[config.mk]
export PLATFORM = sky130hd
export DESIGN_NAME = axi_sram_slave
export DESIGN_NICKNAME = d
export VERILOG_FILES = /design/src/rtl/axi_sram_slave.sv
export SDC_FILE = /design/constraint.sdc
export NUM_CORES = 1
export LEC_CHECK = 0
export CAP_MARGIN = 5
export CORE_UTILIZATION = 36
export CTS_CLUSTER_SIZE = 28
export DETAILED_ROUTE_END_ITERATION = 12
export GPL_ROUTABILITY_DRIVEN = 0
export GPL_TIMING_DRIVEN = 0
export PLACE_DENSITY = 0.77
export REMOVE_ABC_BUFFERS = 1
export SLEW_MARGIN = 20
export SYNTH_ARGS = -nofsm -noshare
export SYNTH_HDL_FRONTEND = slang
export SYNTH_SLANG_ARGS = --single-unit
[constraint.sdc]
create_clock -name clk -period 1.8 [get_ports clk]
set_input_delay 0.36 -clock clk [delete_from_list [all_inputs] [get_ports clk]]
set_output_delay 0.36 -clock clk [all_outputs]
set_load 0.005 [all_outputs]
[src/rtl/axi_sram_slave.sv]
// AXI4 slave bridging single-outstanding INCR bursts onto a single-port synchronous SRAM macro.
// Read data from the macro arrives one cycle after CS&OE, so each read beat takes three cycles.
module axi_sram_slave #(
  parameter int IDW = 8
) (
  input  logic           clk,
  input  logic           rst,
  // write address channel
  input  logic [IDW-1:0] AWID,
  input  logic [31:0]    AWADDR,
  input  logic [3:0]     AWLEN,
  input  logic           AWVALID,
  output logic           AWREADY,
  // write data channel
  input  logic [31:0]    WDATA,
  input  logic [3:0]     WSTRB,
  input  logic           WLAST,
  input  logic           WVALID,
  output logic           WREADY,
  // write response channel
  output logic [IDW-1:0] BID,
  output logic [1:0]     BRESP,
  output logic           BVALID,
  input  logic           BREADY,
  // read address channel
  input  logic [IDW-1:0] ARID,
  input  logic [31:0]    ARADDR,
  input  logic [3:0]     ARLEN,
  input  logic           ARVALID,
  output logic           ARREADY,
  // read data channel
  output logic [IDW-1:0] RID,
  output logic [31:0]    RDATA,
  output logic [1:0]     RRESP,
  output logic           RLAST,
  output logic           RVALID,
  input  logic           RREADY,
  // SRAM macro side
  output logic           CS,
  output logic           OE,
  output logic [3:0]     WEB,
  output logic [13:0]    A,
  output logic [31:0]    DI,
  input  logic [31:0]    DO
);

  typedef enum logic [2:0] {
    IDLE,
    WR,
    BRSP,
    RD_ADDR,
    RD_WAIT,
    RD_DATA
  } state_t;

  localparam logic [1:0] RESP_OKAY   = 2'b00;
  localparam logic [1:0] RESP_SLVERR = 2'b10;

  state_t         state;
  logic [IDW-1:0] id_q;
  logic [13:0]    addr_q;
  logic [3:0]     len_q;
  logic [3:0]     cnt_q;
  logic           ovf_q;
  logic [13:0]    a_hold;
  logic [31:0]    di_hold;
  logic [31:0]    rdata_q;
  logic [1:0]     bresp_q;
  logic           bvalid_q;
  logic           rvalid_q;
  logic           rlast_q;

  logic aw_fire;
  logic ar_fire;
  logic wr_fire;
  logic rd_fire;

  // Only word address bits [15:2] reach the macro.
  logic unused_addr_bits;
  assign unused_addr_bits = ^{AWADDR[31:16], AWADDR[1:0], ARADDR[31:16], ARADDR[1:0]};

  // Ready signals are decoded from state; write address wins over read in IDLE.
  assign AWREADY = !rst && (state == IDLE);
  assign ARREADY = !rst && (state == IDLE) && !AWVALID;
  assign WREADY  = !rst && (state == WR);

  assign aw_fire = AWREADY && AWVALID;
  assign ar_fire = ARREADY && ARVALID;
  assign wr_fire = WREADY && WVALID;
  assign rd_fire = !rst && (state == RD_ADDR);

  assign BID    = id_q;
  assign BRESP  = bresp_q;
  assign BVALID = bvalid_q;
  assign RID    = id_q;
  assign RDATA  = rdata_q;
  assign RRESP  = RESP_OKAY;
  assign RLAST  = rlast_q;
  assign RVALID = rvalid_q;

  // Macro strobes fire in the same cycle as the W handshake or the RD_ADDR state;
  // between accesses the address and data buses keep their last driven value.
  always_comb begin
    // NOTE: every output gets a default first so no latch is inferred.
    CS  = wr_fire || rd_fire;
    OE  = rd_fire;
    WEB = 4'hF;
    A   = a_hold;
    DI  = di_hold;
    if (wr_fire) begin
      WEB = ~WSTRB;
      A   = addr_q;
      DI  = WDATA;
    end else if (rd_fire) begin
      A = addr_q;
    end
  end

  always_ff @(posedge clk) begin
    if (rst) begin
      a_hold  <= '0;
      di_hold <= '0;
    end else begin
      // NOTE: non-blocking assignments so every register sees pre-edge values.
      if (wr_fire || rd_fire) a_hold <= addr_q;
      if (wr_fire) di_hold <= WDATA;
    end
  end

  always_ff @(posedge clk) begin
    if (rst) begin
      state    <= IDLE;
      id_q     <= '0;
      addr_q   <= '0;
      len_q    <= '0;
      cnt_q    <= '0;
      ovf_q    <= 1'b0;
      rdata_q  <= '0;
      bresp_q  <= RESP_OKAY;
      bvalid_q <= 1'b0;
      rvalid_q <= 1'b0;
      rlast_q  <= 1'b0;
    end else begin
      case (state)
        IDLE: begin
          if (aw_fire) begin
            id_q   <= AWID;
            addr_q <= AWADDR[15:2];
            len_q  <= AWLEN;
            cnt_q  <= '0;
            ovf_q  <= 1'b0;
            state  <= WR;
          end else if (ar_fire) begin
            id_q   <= ARID;
            addr_q <= ARADDR[15:2];
            len_q  <= ARLEN;
            cnt_q  <= '0;
            ovf_q  <= 1'b0;
            state  <= RD_ADDR;
          end
        end

        WR: begin
          if (wr_fire) begin
            addr_q <= addr_q + 14'd1;
            cnt_q  <= cnt_q + 4'd1;
            if (WLAST) begin
              // cnt_q counts beats before this one; ovf_q covers bursts longer than 16.
              bresp_q  <= (ovf_q || (cnt_q != len_q)) ? RESP_SLVERR : RESP_OKAY;
              bvalid_q <= 1'b1;
              state    <= BRSP;
            end else if (cnt_q == len_q) begin
              ovf_q <= 1'b1;
            end
          end
        end

        BRSP: begin
          if (BREADY) begin
            bvalid_q <= 1'b0;
            state    <= IDLE;
          end
        end

        RD_ADDR: state <= RD_WAIT;

        RD_WAIT: begin
          rdata_q  <= DO;
          rvalid_q <= 1'b1;
          rlast_q  <= (cnt_q == len_q);
          state    <= RD_DATA;
        end

        RD_DATA: begin
          if (RREADY) begin
            rvalid_q <= 1'b0;
            rlast_q  <= 1'b0;
            if (rlast_q) begin
              state <= IDLE;
            end else begin
              addr_q <= addr_q + 14'd1;
              cnt_q  <= cnt_q + 4'd1;
              state  <= RD_ADDR;
            end
          end
        end

        default: state <= IDLE;
      endcase
    end
  end

endmodule

# --- After elaboration in Yosys (flattened, before gate mapping) ---
# Cells that the tools add are included.
word_totals:
  out_inout_bits: 110
  inputBits: 164
  word_cells: 97
  reg_bits: 117
classes:
  muxes: 42
  n_bitwise: 1
  n_eq_ne: 15
  n_reduce_logical: 24
  add_sub_neg: 2
ops:
  columns: ["cell", "n"]
  rows:
  - ["$mux 14", 7]
  - ["$pmux 14 s3", 1]
  - ["$mux 32", 1]
  - ["$mux 4", 8]
  - ["$mux 3", 6]
  - ["$pmux 3 s6", 1]
  - ["$mux 8", 2]
  - ["$reduce_and 5->1", 3]
  - ["$add 14x1->14 const B", 1]
  - ["$ne 2x2->1 const B", 6]
  - ["$pmux 4 s3", 1]
  - ["$mux 1", 9]
  - ["$pmux 1 s2", 4]
  - ["$reduce_bool 2->1", 4]
  - ["$logic_and 1x1->1", 7]
  - ["$eq 3x2->1 const B", 2]
  - ["$eq 3x3->1 const B", 2]
  - ["$add 4x1->4 const B", 1]
  - ["$eq 4x4->1", 1]
  - ["$mux 2", 2]
  - ["$ne 4x4->1", 1]
  - ["$not 4->4", 1]
  - ["$reduce_and 2->1", 2]
  - ["$reduce_and 4->1", 1]
  - ["8 further kinds", 10]

# --- Logic depth before layout (Yosys ltp) ---
depth:
  depth_word: 7
  mapped_depth: 9

# --- Least setup slack after synthesis ---
# Ideal clock, no wire load.
synth_timing:
  path_type: "register to output"
  start: "reg state[2]"
  end: "out DI[28]"
  arrival_time_ns: 1.627
  path_stages_with_launch: 7
  t_required_ns: 1.440
  path_slack_ns: -0.187
  path_cell_list: "dfxtp_1 > nand2b_1 > nor3_1 > and2_1 > buf_4 > buf_4 > mux2_2"
synth_via:
  elab_chain_cells: 4
synth_rtl:
  columns: ["item", "line", "rtl"]
  rows:
  - ["from (decl)", "59", "state_t state;"]
  - ["from (signal assigned)", "132", "state <= IDLE;"]
  - ["from (signal assigned)", "152", "state <= WR;"]
  - ["from (signal assigned)", "159", "state <= RD_ADDR;"]
  - ["$eq 3x1->1", "85", "assign WREADY = !rst && (state == WR);"]
  - ["$logic_and 1x1->1", "85", null]
  - ["named net WREADY", "19", "output logic WREADY,"]
  - ["$logic_and 1x1->1", "89", "assign wr_fire = WREADY && WVALID;"]
  - ["$mux 32", "110", "if (wr_fire) begin"]
  - ["to (decl)", "43", "output logic [31:0] DI,"]
# The timed path passes the listed nets, and every way through them passes these cells.

# --- Worst setup path in the final report ---
layout_timing:
  start: "reg state[2]"
  end: "out A[2]"
layout_via:
  elab_chain_cells: 4
layout_rtl:
  columns: ["item", "line", "rtl"]
  rows:
  - ["$eq 3x2->1 or $eq 3x1->1 (tied branches)", "90, 85", null]
  - ["$logic_and 1x1->1, on equally long branches", "90, 85", null]
  - ["$mux 14 or $logic_and 1x1->1 (tied branches)", "114, 89", null]
  - ["$mux 14 *", "110", null]
  - ["to (decl)", "42", "output logic [13:0] A,"]
# Every way passes the cells marked *; elsewhere a longest branch is shown, timed or not.

==> reports/summary.txt <==
Post-synth EDFFs: 0
GRT Util Overall: 22.8%
Max-slew violation count: 0
Period utilization: 132%
Crit-path max FO: 4
Int Pwr: 0.00757 W
Setup CP Type: flop to primary output
Row count: 43
F_max: 422 MHz
Leakage: 3.87 nW
Yosys Warn Count: 0
Post-DR vias/cell: 5.07
Hold path startpoint: rst
Width of the chip: 123 um
Largest net degree at the start of global routing: 59
PwrDens: 1140 nW/um^2
Cell Area, Synth: 5240 um^2
Max-cap viol count: 0
First-pass GRT wire length: 26.0 mm
Unrepaired setup endpoints after global routing: yes
Layout cells sized above 1: 30.2%
Unique masters post-synth: 59
Placed cells: 952
Comb pwr share: 38.3%
IO Port Bufs: 234
Max Clock Skew: 0.00977 ns
Sw Ratio: 30.5%
Worst Max-Slew Pin Slew: 0.638 ns
Placeable core area: 14000 um^2
WP data required: 1.44 ns
DR pass1 iterations: 4
R2R setup slack: -0.46 ns
TritonCTS buffer count: 17
TNS Setup: -32.93 ns
Post-synthesis sequential area ratio: 44.3%
CTS tree: yes
R2R depth: 10
Worst hold-check path type: input pin to flop
Crit path launch type: flop
Initial Util: 37.3%
Net switching power: 0.00333 W
Final std cells w/o fill: 1061
Setup violations, final: 85
Placement Cell Area: 7600 um^2
Final Net Count: 1033
Min Clock Period, post-route: 2.37 ns
Status: complete, but fails checks
Final Instance Area: 9580 um^2
Violated checks: negative setup slack
Drt drc: 0
Slew headroom: 57.5%
Via count of the first global-routing pass: 5039
Via count: 5376
Crit Reg-Reg Startpoint: state[2]
Worst-path clk slew: 0.05 ns
CTS max path bufs: 2
Hold-fix buffers at CTS: 0
WL final: 18.1 mm
Sequential Power Share: 30.1%
Critical R2R Capture: addr_q[2]
Clock power share: 31.6%
DP Worst Slack: -1.41 ns
Top FF cell, synth: dfxtp_1
Hold path depth: 2
Clock latency on the worst-skew pair: 0.41 ns
Maximum VDD drop: 788 uV
Final Hold Viols: 0
Post-DP HPWL: 10.3 mm
#FFs+latches synth: 116
Drt first-iter violations: 267
WL per Instance: 17.0 um
Syn-to-layout area delta: 82.7%
Hold WS: 0.310 ns
Initial antenna violation count: 1
Final worst slack: -0.572 ns
Remaining Overflow, GRT: 0
H-tree levels: 4
Cells after Synth: 588
Hold path endpoint: RVALID
Clk root buf: clkbuf_16
Crit path DAT: 2.01 ns
Die ar.: 15100 um^2
Synthesized area per cell: 8.92 um^2
Detail Route Antenna Nets: 0
Num Clock Sinks: 116
Die height: 123 um
Endpoint class of the critical path: primary output
Ports: 274
Synth async-reset ratio: 0%
## power by group through the flow
stage / Sequential, W / Combinational (W) / Clock [W]
final: 0.00329 / 0.00417 / 0.00344
after global routing: 0.00334 / 0.00446 / 0.00364
after CTS: 0.00327 / 0.00389 / 0.00350
after detailed placement: 0.00336 / 0.00274 / 0
after global placement: 0.00335 / 0.00266 / 0
after floorplan: 0.00329 / 0.00138 / 0
## critical path, cell delays in order, from the launching register on
cell and delay, ns:
dfxtp_4 0.33, nand2b_4 0.15, buf_6 0.13, nor3_4 0.21
buf_6 0.15, buf_6 0.12, buf_6 0.09, mux2_4 0.30
buf_6 0.12
## Yosys cell counts (3+ instances only)
cell type	n	share of area, %
xor2_1	6	1.0
a211oi_1	3	0.43
dfxtp_1	116	44
nor2_1	22	1.6
nor3_1	7	0.67
o21ai_1	3	0.29
nor4b_1	3	0.50
buf_4	13	1.9
nor4_1	3	0.36
mux2_2	49	11
buf_2	9	0.86
nand2_1	89	6.4
buf_1	3	0.21
and2_1	47	5.6
nand3_1	25	2.4
o211ai_1	3	0.43
and3_1	4	0.48
o31a_1	3	0.50
a31oi_1	5	0.60
nand2b_1	8	0.95
nor2b_1	7	0.84
a21oi_1	53	5.1
o21ai_0	18	1.7
buf_6	4	0.86
clkbuf_1	26	1.9
inv_1	5	0.36
mux2i_1	13	2.5
## cell families after synthesis
logic type,share of synthesized area (%)
buffers and inverters,6.32
other,0.0715
muxes,13.0
DFF,44.3
AOI/OAI and AO/OA,13.0
xor gates and xnor gates,1.34
and+or+nand+nor,21.5
adders and majority gates,0.477
## worst max-delay path by stage
stage                            end  cells after the start  slack, ns  startpoint
final                           A[2]                      8      -0.57    state[2]
after global routing          DI[18]                      8      -0.63    state[2]
after CTS                     DI[18]                      8      -0.65    state[2]
after global placement            OE                      4      -3.94         rst
after detailed placement  addr_q[11]                      6      -1.41     AWVALID
after floorplan                DI[0]                      4      -0.88    state[0]
## flip-flops by register name, summed over array words and instances (netlist names), 3 cells and up
name and count:
a_hold 14, di_hold 32, cnt_q 4, state 3, addr_q 14, RDATA 32, BID 8, len_q 4
## metal layers
metal | GRT usage [%] | routed length, um | part of all wire [%] | up-vias
met1 | 25.4 | 7170 | 40 | 2541
met5 | 0 | 0 | 0 | -
met4 | 7.32 | 252 | 1.4 | 0
met3 | 7.25 | 1530 | 8.5 | 20
met2 | 40.7 | 9120 | 50 | 220
li1 | - | - | - | 2595
## area by class of cell
type | count | area [um^2]
well taps | 180 | 225
clock buffers | 22 | 474
inverters | 6 | 40.0
repair buffers | 309 | 3270
clock inverters | 10 | 129
diodes | 1 | 2.50
fillers | 1041 | 4460
multi-input cells | 417 | 3100
flip-flops and latches | 116 | 2330
## cells in the final DEF, fill, tap and decap left out, types with 7 or more instances in the layout
cell type / netlist / routed
nor2_1: 22 / 20
dfxtp_1: 116 / 113
nand2_1: 89 / 83
mux2_4: 0 / 44
buf_8: 0 / 7
buf_2: 9 / 7
clkdlybuf4s50_1: 0 / 176
buf_6: 4 / 78
nand3_1: 25 / 25
buf_4: 13 / 26
o21ai_0: 18 / 15
mux2i_1: 13 / 13
clkbuf_16: 0 / 17
and2_1: 47 / 41
a21oi_1: 53 / 51
buf_12: 0 / 11
## per-stage QoR
step | utilization (%) | total power, W
2_1_floorplan | - | 0.00467
3_3_place_gp | 53.6 | 0.00600
3_5_place_dp | 54.1 | 0.00611
4_1_cts | 66.4 | 0.0107
5_1_grt | 68.2 | 0.0114
6_report | 68.2 | 0.0109
## timing repair
action / 4_1_cts / 5_1_grt
resized for setup: 377 / 63
hold endpoints to repair: 0 / 0
gates cloned: 8 / 0
setup buffers: 61 / 14
pin swaps: 15 / 11
setup endpoints to repair: 170 / 110
(Power assumes the default switching activity.)
